## src/rtl/spi_slave_pkg.sv

```systemverilog
// Shared definitions for the SPI slave: register map, bit positions,
// frame length encoding and FSM states.
package spi_slave_pkg;

  // Register word offsets (paddr[3:2])
  localparam logic [1:0] ADDR_CTRL   = 2'd0;
  localparam logic [1:0] ADDR_TXDATA = 2'd1;
  localparam logic [1:0] ADDR_RXDATA = 2'd2;
  localparam logic [1:0] ADDR_STATUS = 2'd3;

  // CTRL bit positions
  localparam int CTRL_EN     = 0;
  localparam int CTRL_LEN_LO = 1;
  localparam int CTRL_LEN_HI = 2;
  localparam int CTRL_RXIE   = 3;
  localparam int CTRL_ERRIE  = 4;

  // STATUS bit positions
  localparam int ST_RXV  = 0;
  localparam int ST_TXF  = 1;
  localparam int ST_OVR  = 2;
  localparam int ST_UDR  = 3;
  localparam int ST_BUSY = 4;

  // Frame length encoding
  typedef enum logic [1:0] {
    LEN_8   = 2'b00,
    LEN_16  = 2'b01,
    LEN_32  = 2'b10,
    LEN_32B = 2'b11
  } len_e;

  // Frame FSM
  typedef enum logic [1:0] {
    ST_IDLE  = 2'd0,
    ST_SHIFT = 2'd1,
    ST_DONE  = 2'd2
  } state_e;

  // Number of bits in a frame for a given length code
  function automatic logic [5:0] len_bits(input logic [1:0] len);
    case (len)
      LEN_8:   len_bits = 6'd8;
      LEN_16:  len_bits = 6'd16;
      default: len_bits = 6'd32;
    endcase
  endfunction

  // Left-align the transmit word so the frame MSB sits at bit 31
  function automatic logic [31:0] align_tx(input logic [31:0] d, input logic [1:0] len);
    case (len)
      LEN_8:   align_tx = {d[7:0], 24'd0};
      LEN_16:  align_tx = {d[15:0], 16'd0};
      default: align_tx = d;
    endcase
  endfunction

endpackage

```

## src/rtl/spi_slave_sync.sv

```systemverilog
// Two-flop synchronizer with rising/falling edge detection on the
// synchronized level. IDLE_VAL sets the reset level of every flop so no
// spurious edge is reported after reset.
module spi_slave_sync #(
  parameter logic IDLE_VAL = 1'b0
) (
  input  logic clk,
  input  logic rst_n,
  input  logic d_in,
  output logic q,
  output logic rise,
  output logic fall
);

  logic meta_q;
  logic sync_q;
  logic prev_q;

  // Synchronizer chain plus one delayed copy for edge detection
  always_ff @(posedge clk or negedge rst_n) begin
    if (!rst_n) begin
      meta_q <= IDLE_VAL;
      sync_q <= IDLE_VAL;
      prev_q <= IDLE_VAL;
    end else begin
      meta_q <= d_in;
      sync_q <= meta_q;
      prev_q <= sync_q;
    end
  end

  assign q    = sync_q;
  assign rise = sync_q & ~prev_q;
  assign fall = ~sync_q & prev_q;

endmodule

```

## src/rtl/spi_slave.sv

```systemverilog
// APB-programmable SPI slave, mode 0, MSB first, 8/16/32-bit frames.
// SPI inputs are synchronized into sys_clk and sampled on detected edges.
module spi_slave
  import spi_slave_pkg::*;
(
  input  logic        sys_clk,
  input  logic        rst_b,
  input  logic [31:0] apb_spis_paddr,
  input  logic        apb_spis_psel,
  input  logic        apb_spis_penable,
  input  logic        apb_spis_pwrite,
  input  logic [31:0] apb_spis_pwdata,
  output logic [31:0] spis_apb_prdata,
  input  logic        sclk,
  input  logic        mosi,
  input  logic        ss_b,
  output logic        miso,
  output logic        miso_oe,
  output logic        spis_irq
);

  logic sclk_s, sclk_rise, sclk_fall;
  logic ss_s, ss_rise, ss_fall;
  logic mosi_meta_q, mosi_s_q;

  logic [4:0]  ctrl_q,    ctrl_d;
  logic [31:0] tx_hold_q, tx_hold_d;
  logic        tx_full_q, tx_full_d;
  logic [31:0] rx_data_q, rx_data_d;
  logic        rx_valid_q, rx_valid_d;
  logic        ovr_q,     ovr_d;
  logic        udr_q,     udr_d;
  state_e      state_q,   state_d;
  logic [31:0] tx_sh_q,   tx_sh_d;
  logic [31:0] rx_sh_q,   rx_sh_d;
  logic [5:0]  bit_cnt_q, bit_cnt_d;
  logic [1:0]  len_q,     len_d;

  logic       wr_acc, rd_acc, rd_rx;
  logic [1:0] addr;
  logic       unused_sig;

  spi_slave_sync #(.IDLE_VAL(1'b0)) u_sync_sclk (
    .clk   (sys_clk),
    .rst_n (rst_b),
    .d_in  (sclk),
    .q     (sclk_s),
    .rise  (sclk_rise),
    .fall  (sclk_fall)
  );

  spi_slave_sync #(.IDLE_VAL(1'b1)) u_sync_ss (
    .clk   (sys_clk),
    .rst_n (rst_b),
    .d_in  (ss_b),
    .q     (ss_s),
    .rise  (ss_rise),
    .fall  (ss_fall)
  );

  // mosi only needs its level, aligned in latency with the sclk synchronizer
  always_ff @(posedge sys_clk or negedge rst_b) begin
    if (!rst_b) begin
      mosi_meta_q <= 1'b0;
      mosi_s_q    <= 1'b0;
    end else begin
      mosi_meta_q <= mosi;
      mosi_s_q    <= mosi_meta_q;
    end
  end

  assign addr       = apb_spis_paddr[3:2];
  assign wr_acc     = apb_spis_psel & apb_spis_penable & apb_spis_pwrite;
  assign rd_acc     = apb_spis_psel & apb_spis_penable & ~apb_spis_pwrite;
  assign rd_rx      = rd_acc & (addr == ADDR_RXDATA);
  assign unused_sig = ^{apb_spis_paddr[31:4], apb_spis_paddr[1:0], sclk_s};

  // Next-state for registers, flags and the frame FSM; DONE beats a same-cycle RXDATA read
  always_comb begin
    ctrl_d     = ctrl_q;
    tx_hold_d  = tx_hold_q;
    tx_full_d  = tx_full_q;
    rx_data_d  = rx_data_q;
    rx_valid_d = rx_valid_q;
    ovr_d      = ovr_q;
    udr_d      = udr_q;
    state_d    = state_q;
    tx_sh_d    = tx_sh_q;
    rx_sh_d    = rx_sh_q;
    bit_cnt_d  = bit_cnt_q;
    len_d      = len_q;

    if (wr_acc && addr == ADDR_CTRL)
      ctrl_d = apb_spis_pwdata[4:0];
    if (rd_rx)
      rx_valid_d = 1'b0;
    if (wr_acc && addr == ADDR_STATUS) begin
      if (apb_spis_pwdata[ST_OVR]) ovr_d = 1'b0;
      if (apb_spis_pwdata[ST_UDR]) udr_d = 1'b0;
    end

    case (state_q)
      ST_IDLE: begin
        if (ctrl_q[CTRL_EN] && ss_fall) begin
          state_d   = ST_SHIFT;
          bit_cnt_d = 6'd0;
          rx_sh_d   = 32'd0;
          len_d     = ctrl_q[CTRL_LEN_HI:CTRL_LEN_LO];
          if (tx_full_q) begin
            tx_sh_d   = align_tx(tx_hold_q, ctrl_q[CTRL_LEN_HI:CTRL_LEN_LO]);
            tx_full_d = 1'b0;
          end else begin
            tx_sh_d = 32'd0;
            udr_d   = 1'b1;
          end
        end
      end
      ST_SHIFT: begin
        if (ss_rise) begin
          state_d = ST_IDLE;
        end else begin
          if (sclk_rise) begin
            rx_sh_d   = {rx_sh_q[30:0], mosi_s_q};
            bit_cnt_d = bit_cnt_q + 6'd1;
            if (bit_cnt_q + 6'd1 == len_bits(len_q))
              state_d = ST_DONE;
          end
          if (sclk_fall)
            tx_sh_d = {tx_sh_q[30:0], 1'b0};
        end
      end
      ST_DONE: begin
        state_d = ST_IDLE;
        if (rx_valid_q && !rd_rx) begin
          ovr_d = 1'b1;
        end else begin
          rx_data_d  = rx_sh_q;
          rx_valid_d = 1'b1;
        end
      end
      default: state_d = ST_IDLE;
    endcase

    if (wr_acc && addr == ADDR_TXDATA) begin
      tx_hold_d = apb_spis_pwdata;
      tx_full_d = 1'b1;
    end
  end

  // State registers, all cleared asynchronously
  always_ff @(posedge sys_clk or negedge rst_b) begin
    if (!rst_b) begin
      ctrl_q     <= 5'd0;
      tx_hold_q  <= 32'd0;
      tx_full_q  <= 1'b0;
      rx_data_q  <= 32'd0;
      rx_valid_q <= 1'b0;
      ovr_q      <= 1'b0;
      udr_q      <= 1'b0;
      state_q    <= ST_IDLE;
      tx_sh_q    <= 32'd0;
      rx_sh_q    <= 32'd0;
      bit_cnt_q  <= 6'd0;
      len_q      <= 2'd0;
    end else begin
      ctrl_q     <= ctrl_d;
      tx_hold_q  <= tx_hold_d;
      tx_full_q  <= tx_full_d;
      rx_data_q  <= rx_data_d;
      rx_valid_q <= rx_valid_d;
      ovr_q      <= ovr_d;
      udr_q      <= udr_d;
      state_q    <= state_d;
      tx_sh_q    <= tx_sh_d;
      rx_sh_q    <= rx_sh_d;
      bit_cnt_q  <= bit_cnt_d;
      len_q      <= len_d;
    end
  end

  // APB read mux; TXDATA is write-only and reads as zero
  always_comb begin
    spis_apb_prdata = 32'd0;
    if (apb_spis_psel) begin
      case (addr)
        ADDR_CTRL:   spis_apb_prdata = {27'd0, ctrl_q};
        ADDR_RXDATA: spis_apb_prdata = rx_data_q;
        ADDR_STATUS: spis_apb_prdata = {27'd0, (state_q != ST_IDLE), udr_q, ovr_q,
                                        tx_full_q, rx_valid_q};
        default:     spis_apb_prdata = 32'd0;
      endcase
    end
  end

  assign miso     = ~ss_s & tx_sh_q[31];
  assign miso_oe  = ~ss_s;
  assign spis_irq = (rx_valid_q & ctrl_q[CTRL_RXIE]) |
                    ((ovr_q | udr_q) & ctrl_q[CTRL_ERRIE]);

endmodule
```

## config.mk

```make
export PLATFORM = sky130hd
export DESIGN_NAME = spi_slave
export DESIGN_NICKNAME = d
export VERILOG_FILES = /design/src/rtl/spi_slave_pkg.sv /design/src/rtl/spi_slave_sync.sv /design/src/rtl/spi_slave.sv
export SDC_FILE = /design/constraint.sdc
export NUM_CORES = 1
export LEC_CHECK = 0
export CAP_MARGIN = 20
export CORE_ASPECT_RATIO = 1.4
export CORE_MARGIN = 3
export CORE_UTILIZATION = 40
export CTS_CLUSTER_SIZE = 24
export DETAILED_ROUTE_END_ITERATION = 12
export PLACE_DENSITY = 0.61
export SKIP_LAST_GASP = 1
export SLEW_MARGIN = 20
export SYNTH_ARGS = -nofsm -noshare
export SYNTH_HDL_FRONTEND = slang
export SYNTH_SLANG_ARGS = --single-unit
```

## constraint.sdc

```tcl
create_clock -name sys_clk -period 2.1 [get_ports sys_clk]
set_clock_uncertainty 0.05 [all_clocks]
set_input_delay 0.525 -clock sys_clk [delete_from_list [all_inputs] [get_ports sys_clk]]
set_output_delay 0.525 -clock sys_clk [all_outputs]
set_load 0.01 [all_outputs]
```

==> impl_metrics.json, run 1 <==
{
  "synth_area_sq_um": 6834,
  "synth.area.top_cells": "dfrtp_1 (56%), mux2_2 (10%), nand2_1 (5.7%)",
  "grt_usage": 0.1653,
  "syn-num-nets": 692,
  "placed_cell_area_sq_um": 7959,
  "synth_area_leader_cell": "dfrtp_1",
  "worst_ep_required_time_ns": 1.52,
  "crit_type": "in -> out",
  "dp_hpwl_mm": 9.859,
  "dieArea_sq_um": 18710,
  "critPathMaxFanout": 12,
  "finalHoldViolations": 0,
  "clk_latency_ns": 0.42,
  "dr.pass1.iters": 5,
  "layout-drive-gt1-share": 0.2497,
  "synth_edf_count": 0,
  "synth_flop_cell": "dfrtp_1",
  "slew_viol_final": 0,
  "vias": 4884,
  "postRouteWirelength_mm": 14.63,
  "core_region_area_sq_um": 16450,
  "startpoint": "apb_spis_paddr[2]",
  "ys_seq_elements": 155,
  "final_area_sq_um": 8507,
  "cts_buffers": 17,
  "arrival_ns": 1.49,
  "grt_remaining_overflow": 0,
  "hold_class": "in -> async",
  "cts_tree": "built",
  "drt_iter0_markers": 197,
  "cp_slowest_stage_delay_ns": 0.25,
  "die_h_um": 160.7,
  "cts_sinks": 155,
  "maxSlewHeadroom": 0.6373,
  "period_needed_ns": 2.065,
  "rows": 55,
  "clock.fmax_ghz": 0.4843,
  "ys_async_sr_fraction": 1.000,
  "setup_ws_ns": 0.03524,
  "status": "complete, no violations",
  "crit_cells": 6,
  "critical-path-top-delay-family": "buffers and inverters",
  "r2r-end": "rx_sh_q[14]$_DFFE_PN0P_",
  "drc": 0,
  "h-tree-depth": 4,
  "setup_viol": 0,
  "crit_slowest_cell": "clkdlybuf4s15_1",
  "grt_start_max_net_pins": 65,
  "worstMarginPinSlew_ns": 0.5440,
  "layout_common_cells": "dfrtp_1 (152), nand2_1 (102), mux2_2 (62)",
  "via_per_inst": 5.309,
  "grt_pass1_vias": 5001,
  "initial_core_util": 0.4155,
  "reg2reg_depth": 6,
  "gp_congestion": 0.8021,
  "maxCapViolCount": 0,
  "pre_cts_slack_ns": -0.7029,
  "wl_per_cell_um": 15.90,
  "rsz0062_at_grt": "yes",
  "synth_top_area_share": 0.5566,
  "antenna_found_initial": 0,
  "vdd_drop_max_mv": 0.5067,
  "root_buffer": "clkbuf_16",
  "nets": 781,
  "n_antenna_cell": 0,
  "endpoint_kind": "primary output",
  "p_leak_nw": 4.064,
  "finalCritPeriodShare": 0.9832,
  "cp_cell_sequence": "clkdlybuf4s15_2 -> buf_6 -> nand3_1 -> o21ai_0 -> and2_1 -> clkdlybuf4s15_1",
  "ioPinCount": 107,
  "yosysWarnings": 0,
  "fill_cells": 1463,
  "rrSetupSlack_ns": 0.21,
  "die_w_um": 116.5,
  "cts.path.max_buffers": 2,
  "final_common_cell": "dfrtp_1",
  "portBuffers": 76,
  "syn_avg_cell_area_sq_um": 11.04,
  "grt_pass1_wl_mm": 24.80,
  "power_density_nw_per_um2": 1022,
  "synth_cell_type_count": 41,
  "cts_hold_repair.buffers": 0,
  "synthCells": 619,
  "syn_to_final_growth_pct": 24.48,
  "final_util": 0.5172,
  "yosysSeqAreaShare": 0.5681,
  "path_buf_inv": 3,
  "critical_path.startpoint_type": "primary input",
  "drtAntennaViolNets": 0,
  "cts.reportedPaths.clkPinSlew_ns": 0.06,
  "r2r-start": "u_sync_ss.q$_DFF_PN1_",
  "crit_end": "spis_apb_prdata[1]"
}
==> worst min-delay path by stage <==
stage	cells after the start	slack [ns]	end	from
floorplan	0	0.18	bit_cnt_q[0]$_DFFE_PN0P_	rst_b
global placement	0	0.29	mosi_s_q$_DFF_PN0_	mosi_meta_q$_DFF_PN0_
detailed placement	0	0.29	mosi_s_q$_DFF_PN0_	mosi_meta_q$_DFF_PN0_
CTS	1	0.04	rx_data_q[26]$_DFFE_PN0P_	rst_b
global route	1	0.06	rx_data_q[27]$_DFFE_PN0P_	rst_b
finish	1	0.006	rx_data_q[26]$_DFFE_PN0P_	rst_b
==> registers in the layout, indices dropped and copies added (netlist names), 2 cells and up <==
name / count
bit_cnt_q: 6
ctrl_q: 5
len_q: 2
rx_data_q: 32
rx_sh_q: 32
state_q: 2
tx_hold_q: 32
tx_sh_q: 32
==> metal layers <==
layer,wire [um],up-vias,track usage
li1,-,2329,-
met1,5884,2438,0.1969
met2,8080,101,0.2971
met3,478,16,0.03279
met4,183,0,0.04697
met5,0,-,0
==> final cells by class <==
type / instances / area, sq um / area share
clock inverters: 12 / 137.6 / 0.01618
inverters: 3 / 11.26 / 0.001324
clock buffers: 20 / 466.7 / 0.05486
flip-flops and latches: 155 / 3882 / 0.4564
well taps: 199 / 249.0 / 0.02927
multi-input cells: 417 / 2723 / 0.3200
repair buffers: 114 / 1037 / 0.1219
==> kinds of logic (layout without fill, tap and decap cells) <==
family	Yosys count	in the layout	share of synthesized area
AO/OA/AOI/OAI	92	92	0.09319
XOR/XNOR	3	3	0.003845
adder cells (fa/ha/maj)	1	1	0.001831
buffers and inverters	47	149	0.03662
flip-flops	155	155	0.5681
multiplexers	84	84	0.1360
AND/OR/NAND/NOR	237	237	0.1604
==> worst reg2reg max path, cell delays in order, from the launching register on <==
cell and delay, ns:
dfstp_2 0.55, or2b_1 0.27, nand2_2 0.15, a221o_1 0.41, buf_12 0.23, nand2_1 0.10, nand2_1 0.07
==> timing repair <==
action / 4_1_cts / 5_1_grt
setup buffers: 4 / 2
cloned: 1 / 0
pin swaps: 3 / 0
setup endpoints to repair: 35 / 23
resized for setup: 108 / 20
==> power breakdown <==
part / leakage (nW) / switching, W / internal, W
combinational: 1.77 / 0.000903 / 0.000777
clock: 0.293 / 0.00123 / 0.00186
sequential: 2.00 / 0.000383 / 0.00354
==> stage by stage <==
stage	total power, W	TNS, ns	hold WS, ns	instances
floorplan	0.005025	0	0.1794	619
global placement	0.005592	-31.97	0.2897	881
detailed placement	0.005667	-33.80	0.2864	881
CTS	0.008780	0	0.04013	918
global route	0.009170	-0.04755	0.05621	920
finish	0.008695	0	0.006080	920
==> cells in the mapped netlist, drive strengths merged, types with 13 or more instances <==
cell type / count
mux2i: 13
and2: 33
o21ai: 19
a21oi: 25
nand2: 104
nand3: 45
nor2: 37
dfrtp: 152
buf: 28
a22oi: 23
clkbuf: 16
mux2: 71
(Power assumes the default switching activity.)
==> inputs of run 2 (changes only) <==
clock period = 2.5 ns   (was 2.1 ns; I/O delays follow)
==> run 2 against run 1 <==
Sequential share of layout area is 0.067 points lower. Clock-buffer cell count increased by 2. Critical path type unchanged. Via count decreased by 1.6%. Sequential power down 16%. Clock power shrank 10%. Total power shrank 14%.
==> impl_metrics.json, run 2 (synthesis results as in run 1) <==
{
  "die_h_um": 160.7,
  "maxSlewHeadroom": 0.4195,
  "gp_congestion": 0.8196,
  "grt_start_max_net_pins": 65,
  "reg2reg_depth": 6,
  "root_buffer": "clkbuf_16",
  "layout_common_cells": "dfrtp_1 (152), nand2_1 (102), mux2_2 (62)",
  "antenna_found_initial": 0,
  "postRouteWirelength_mm": 14.33,
  "wl_per_cell_um": 15.79,
  "final_util": 0.5180,
  "cts.reportedPaths.clkPinSlew_ns": 0.06,
  "worstMarginPinSlew_ns": 0.8707,
  "cts.path.max_buffers": 2,
  "grt_usage": 0.1620,
  "drt_iter0_markers": 147,
  "met2_usage": 0.2742,
  "dp_hpwl_mm": 9.832,
  "syn_to_final_growth_pct": 24.66,
  "clk_latency_ns": 0.40,
  "status": "complete, no violations",
  "vdd_drop_max_mv": 0.4152,
  "cts_hold_repair.buffers": 0,
  "finalHoldViolations": 0,
  "rows": 55,
  "power_density_nw_per_um2": 876.7,
  "tns_ns": 0,
  "grt_pass1_vias": 4907,
  "crit_slowest_cell": "bufbuf_16",
  "slew_viol_final": 0,
  "cpMostUsedCell": "clkdlybuf4s15_2",
  "path_buf_inv": 4,
  "r2r-start": "u_sync_ss.prev_q$_DFF_PN1_",
  "cts_buffers": 17,
  "crit_end": "spis_apb_prdata[11]",
  "crit_type": "in -> out",
  "initial_core_util": 0.4155,
  "cp_slowest_stage_delay_ns": 0.27,
  "use_met1": 0.1991,
  "critPathMaxFanout": 13,
  "via_per_inst": 5.297,
  "dr.pass1.iters": 4,
  "cts_tree": "built",
  "clock.fmax_ghz": 0.4094,
  "met3_usage": 0.03543,
  "critical-path-top-delay-family": "buffers and inverters",
  "crit_cells": 7,
  "holdWs_ns": 0.1174,
  "period_needed_ns": 2.442,
  "power.total_w": 0.007469,
  "rrSetupSlack_ns": 0.53,
  "die_w_um": 116.5,
  "core_region_area_sq_um": 16450,
  "dieArea_sq_um": 18710,
  "cts_sinks": 155,
  "drc": 0,
  "startpoint": "apb_spis_paddr[3]",
  "nets": 771,
  "grt_pass1_wl_mm": 24.09,
  "ioPinCount": 107,
  "r2r-end": "bit_cnt_q[2]$_DFFE_PN0P_",
  "maxCapViolCount": 0,
  "endpoint_kind": "primary output",
  "critical_path.startpoint_type": "primary input",
  "finalCritPeriodShare": 0.9769,
  "final_common_cell": "dfrtp_1",
  "drtAntennaViolNets": 0,
  "rsz0062_at_grt": "no",
  "h-tree-depth": 4,
  "busiest_layer": "met2",
  "cp_cell_sequence": "clkdlybuf4s15_2 -> nand2_2 -> nor2_4 -> buf_4 -> bufbuf_16 -> and2_1 -> clkdlybuf4s15_2",
  "grt_remaining_overflow": 0,
  "p_leak_nw": 4.082,
  "vias": 4804,
  "setup_viol": 0,
  "arrival_ns": 1.77,
  "n_antenna_cell": 0,
  "hold_class": "in -> async",
  "portBuffers": 76,
  "layout-drive-gt1-share": 0.2034,
  "worst_ep_required_time_ns": 1.82
}
==> run 2: power breakdown <==
part	internal [W]	switching, W	total, W
sequential	0.00298	0.000331	0.00331
clock	0.00184	0.000940	0.00278
combinational	0.000633	0.000752	0.00139
==> run 2: metrics by stage <==
step	instances	setup slack [ns]	cell area [sq um]
floorplan	619	0.3779	6834
global placement	875	-0.4826	7901
detailed placement	875	-0.5069	7901
CTS	907	0.0002403	8574
global route	907	0.007152	8519
finish	907	0.05767	8519
==> run 2: how the worst min path moves through the flow <==
stage,slack [ns],cells past startpoint,to,from
4_1_cts,0.12,1,rx_data_q[25]$_DFFE_PN0P_,rst_b
5_1_grt,0.14,1,rx_data_q[25]$_DFFE_PN0P_,rst_b
3_3_place_gp,0.29,0,mosi_s_q$_DFF_PN0_,mosi_meta_q$_DFF_PN0_
6_report,0.12,1,rx_data_q[25]$_DFFE_PN0P_,rst_b
2_1_floorplan,0.28,0,bit_cnt_q[0]$_DFFE_PN0P_,rst_b
3_5_place_dp,0.29,0,mosi_s_q$_DFF_PN0_,mosi_meta_q$_DFF_PN0_
==> run 2: cell type report <==
cell class / instances / area (sq um)
well taps: 199 / 249.0
inverters: 3 / 11.26
clock buffers: 22 / 474.2
repair buffers: 104 / 1020
fillers: 1429 / 7928
flip-flops and latches: 155 / 3882
clock inverters: 7 / 163.9
multi-input cells: 417 / 2719
==> run 2: layer usage <==
layer  share of wire  wire (um)
met1            0.41       5889
met3           0.038        539
met2            0.53       7529
met5               0          0
met4           0.026        367
==> run 2: what timing repair did <==
action	4_1_cts	5_1_grt
gates resized for setup	60	12
cloned	1	0
pin swaps	1	1
buffers inserted	2	0
endpoints found under the setup margin	32	12
==> run 2: worst reg2reg max path, stage by stage (launching register included) <==
cell	delay, ns
dfstp_2	0.55
or2b_1	0.14
nand2_2	0.12
a221oi_4	0.29
buf_4	0.38
nand2_1	0.14
o21ai_0	0.21
==> inputs of run 3 (changes only) <==
GPL_TIMING_DRIVEN = 0   (was default)
==> run 3 against run 2 <==
The flow now finishes with violations (setup timing). Critical path type unchanged. Largest power group unchanged. Critical path depth grew 1. Routed wire length is 6.1% higher. Hold slack got worse by 0.035 ns.
==> impl_metrics.json, run 3 (synthesis results as in run 1) <==
{
  "p_leak_nw": 4.341,
  "maxCapViolCount": 0,
  "crit_cells": 8,
  "cts_buffers": 17,
  "final_area_sq_um": 8592,
  "grt_remaining_overflow": 0,
  "worst_ep_required_time_ns": 1.82,
  "cts.path.max_buffers": 2,
  "h-tree-depth": 4,
  "final_common_cell": "dfrtp_1",
  "power_density_nw_per_um2": 839.2,
  "gp_congestion": 0.8196,
  "initial_core_util": 0.4155,
  "core_region_area_sq_um": 16450,
  "slew_viol_final": 0,
  "postRouteWirelength_mm": 15.20,
  "rows": 55,
  "cts_sinks": 155,
  "status": "finished with violations",
  "finalHoldViolations": 0,
  "hold_class": "in -> async",
  "maxSlewHeadroom": 0.4964,
  "layout-drive-gt1-share": 0.2024,
  "clk_latency_ns": 0.42,
  "critical_path.startpoint_type": "primary input",
  "rsz0062_at_grt": "yes",
  "grt_pass1_wl_mm": 25.37,
  "grt_usage": 0.1704,
  "finalCritPeriodShare": 1.002,
  "portBuffers": 76,
  "dp_hpwl_mm": 10.74,
  "syn_to_final_growth_pct": 25.72,
  "root_buffer": "clkbuf_16",
  "cp_cell_sequence": "clkdlybuf4s15_2 -> nand2_2 -> nor2_4 -> buf_4 -> buf_4 -> buf_8 -> and2_1 -> dlygate4sd2_1",
  "vias": 4960,
  "n_antenna_cell": 0,
  "endpoint_kind": "primary output",
  "cts_hold_repair.buffers": 0,
  "cts.reportedPaths.clkPinSlew_ns": 0.06,
  "path_buf_inv": 5,
  "setup_ws_ns": -0.004980,
  "worstMarginPinSlew_ns": 0.7497,
  "violations": "setup timing",
  "drc": 0,
  "final_util": 0.5224,
  "grt_pass1_vias": 5047,
  "dr.pass1.iters": 6,
  "clock.fmax_ghz": 0.3992,
  "arrival_ns": 1.83,
  "cts_tree": "built",
  "critical-path-top-delay-family": "buffers and inverters",
  "via_per_inst": 5.305,
  "period_needed_ns": 2.505,
  "crit_type": "in -> out",
  "drt_iter0_markers": 314,
  "cp_slowest_stage_delay_ns": 0.28,
  "critPathMaxFanout": 10,
  "wl_per_cell_um": 16.26,
  "die_w_um": 116.5,
  "crit_slowest_cell": "dlygate4sd2_1",
  "vdd_drop_max_mv": 0.4343,
  "placed_cell_area_sq_um": 7876,
  "layout_common_cells": "dfrtp_1 (151), nand2_1 (102), mux2_2 (62)",
  "antenna_found_initial": 0,
  "dieArea_sq_um": 18710,
  "nets": 797,
  "die_h_um": 160.7,
  "reg2reg_depth": 5,
  "cpMostUsedCell": "buf_4",
  "ioPinCount": 107,
  "drtAntennaViolNets": 0,
  "grt_start_max_net_pins": 98,
  "setup_viol": 1
}
run 3: changes by cell type in the layout (fill, tap and decap cells not counted), moves of 6 or more:
cell	delta
clkbuf_2	-10
buf_4	-8
buf_12	-8
buf_2	+16
clkbuf_1	+10
dlymetal6s2s_1	+16
buf_6	+6
run 3: final timing paths:
path | start | endpoint | slack, ns
hold reg to reg | u_sync_sclk.meta_q$_DFF_PN0_ | u_sync_sclk.q$_DFF_PN0_ | 0.30
setup reg to reg | u_sync_ss.prev_q$_DFF_PN1_ | tx_sh_q[17]$_DFFE_PN0P_ | 0.50
hold / removal | rst_b | rx_data_q[27]$_DFFE_PN0P_ | 0.08
setup / recovery | apb_spis_paddr[3] | spis_apb_prdata[28] | -0.005
min in group sys_clk | u_sync_sclk.meta_q$_DFF_PN0_ | u_sync_sclk.q$_DFF_PN0_ | 0.30
max in group asynchronous | rst_b | u_sync_ss.meta_q$_DFF_PN1_ | 1.48
run 3: layout make-up:
type	instances	area (sq um)
fillers	1431	7855
flip-flops and latches	155	3884
multi-input cells	418	2723
repair buffers	86	878.3
clock buffers	21	470.5
plain buffers	43	284.0
well taps	199	249.0
clock inverters	10	92.59
inverters	3	11.26
run 3: worst reg2reg max path, delay by kind of cell (launching register included):
| kind | cells | cell delay [ns] |
|---|---|---|
| flops | 1 | 0.55 |
| buf+inv | 1 | 0.32 |
| compound gates | 2 | 0.69 |
| simple gates | 2 | 0.27 |
run 3: routing by layer:
metal / up-vias / share of wire / global-route usage
li1: 2359 / - / -
met1: 2465 / 0.41 / 0.2100
met2: 109 / 0.53 / 0.2990
met3: 27 / 0.035 / 0.02714
met4: 0 / 0.024 / 0.05805
met5: - / 0 / 0
run 3: timing repair:
item	4_1_cts	5_1_grt
pin swaps	2	1
endpoints found under the setup margin	32	17
buffers inserted	3	5
endpoints found under the hold margin	0	0
cloned	2	0
resized for setup	51	18
run 3: power breakdown:
| part | switching, W | total (W) | leakage (nW) | internal (W) |
|---|---|---|---|---|
| Clock | 0.00103 | 0.00247 | 0.267 | 0.00144 |
| Sequential | 0.000340 | 0.00332 | 2.00 | 0.00298 |
| Combinational | 0.000784 | 0.00143 | 2.08 | 0.000643 |
run 3: through the flow:
step | cells | hold WS [ns] | setup TNS (ns) | power [W] | setup slack (ns)
finish | 935 | 0.08263 | -0.004980 | 0.007211 | -0.004980
global route | 935 | 0.1128 | -0.1211 | 0.007598 | -0.06911
CTS | 930 | 0.09255 | -3.094 | 0.007253 | -0.2065
detailed placement | 895 | 0.2920 | -36.30 | 0.004758 | -1.137
global placement | 894 | 0.2912 | -860.07 | 0.004698 | -5.378
floorplan | 619 | 0.2794 | 0 | 0.004221 | 0.3779
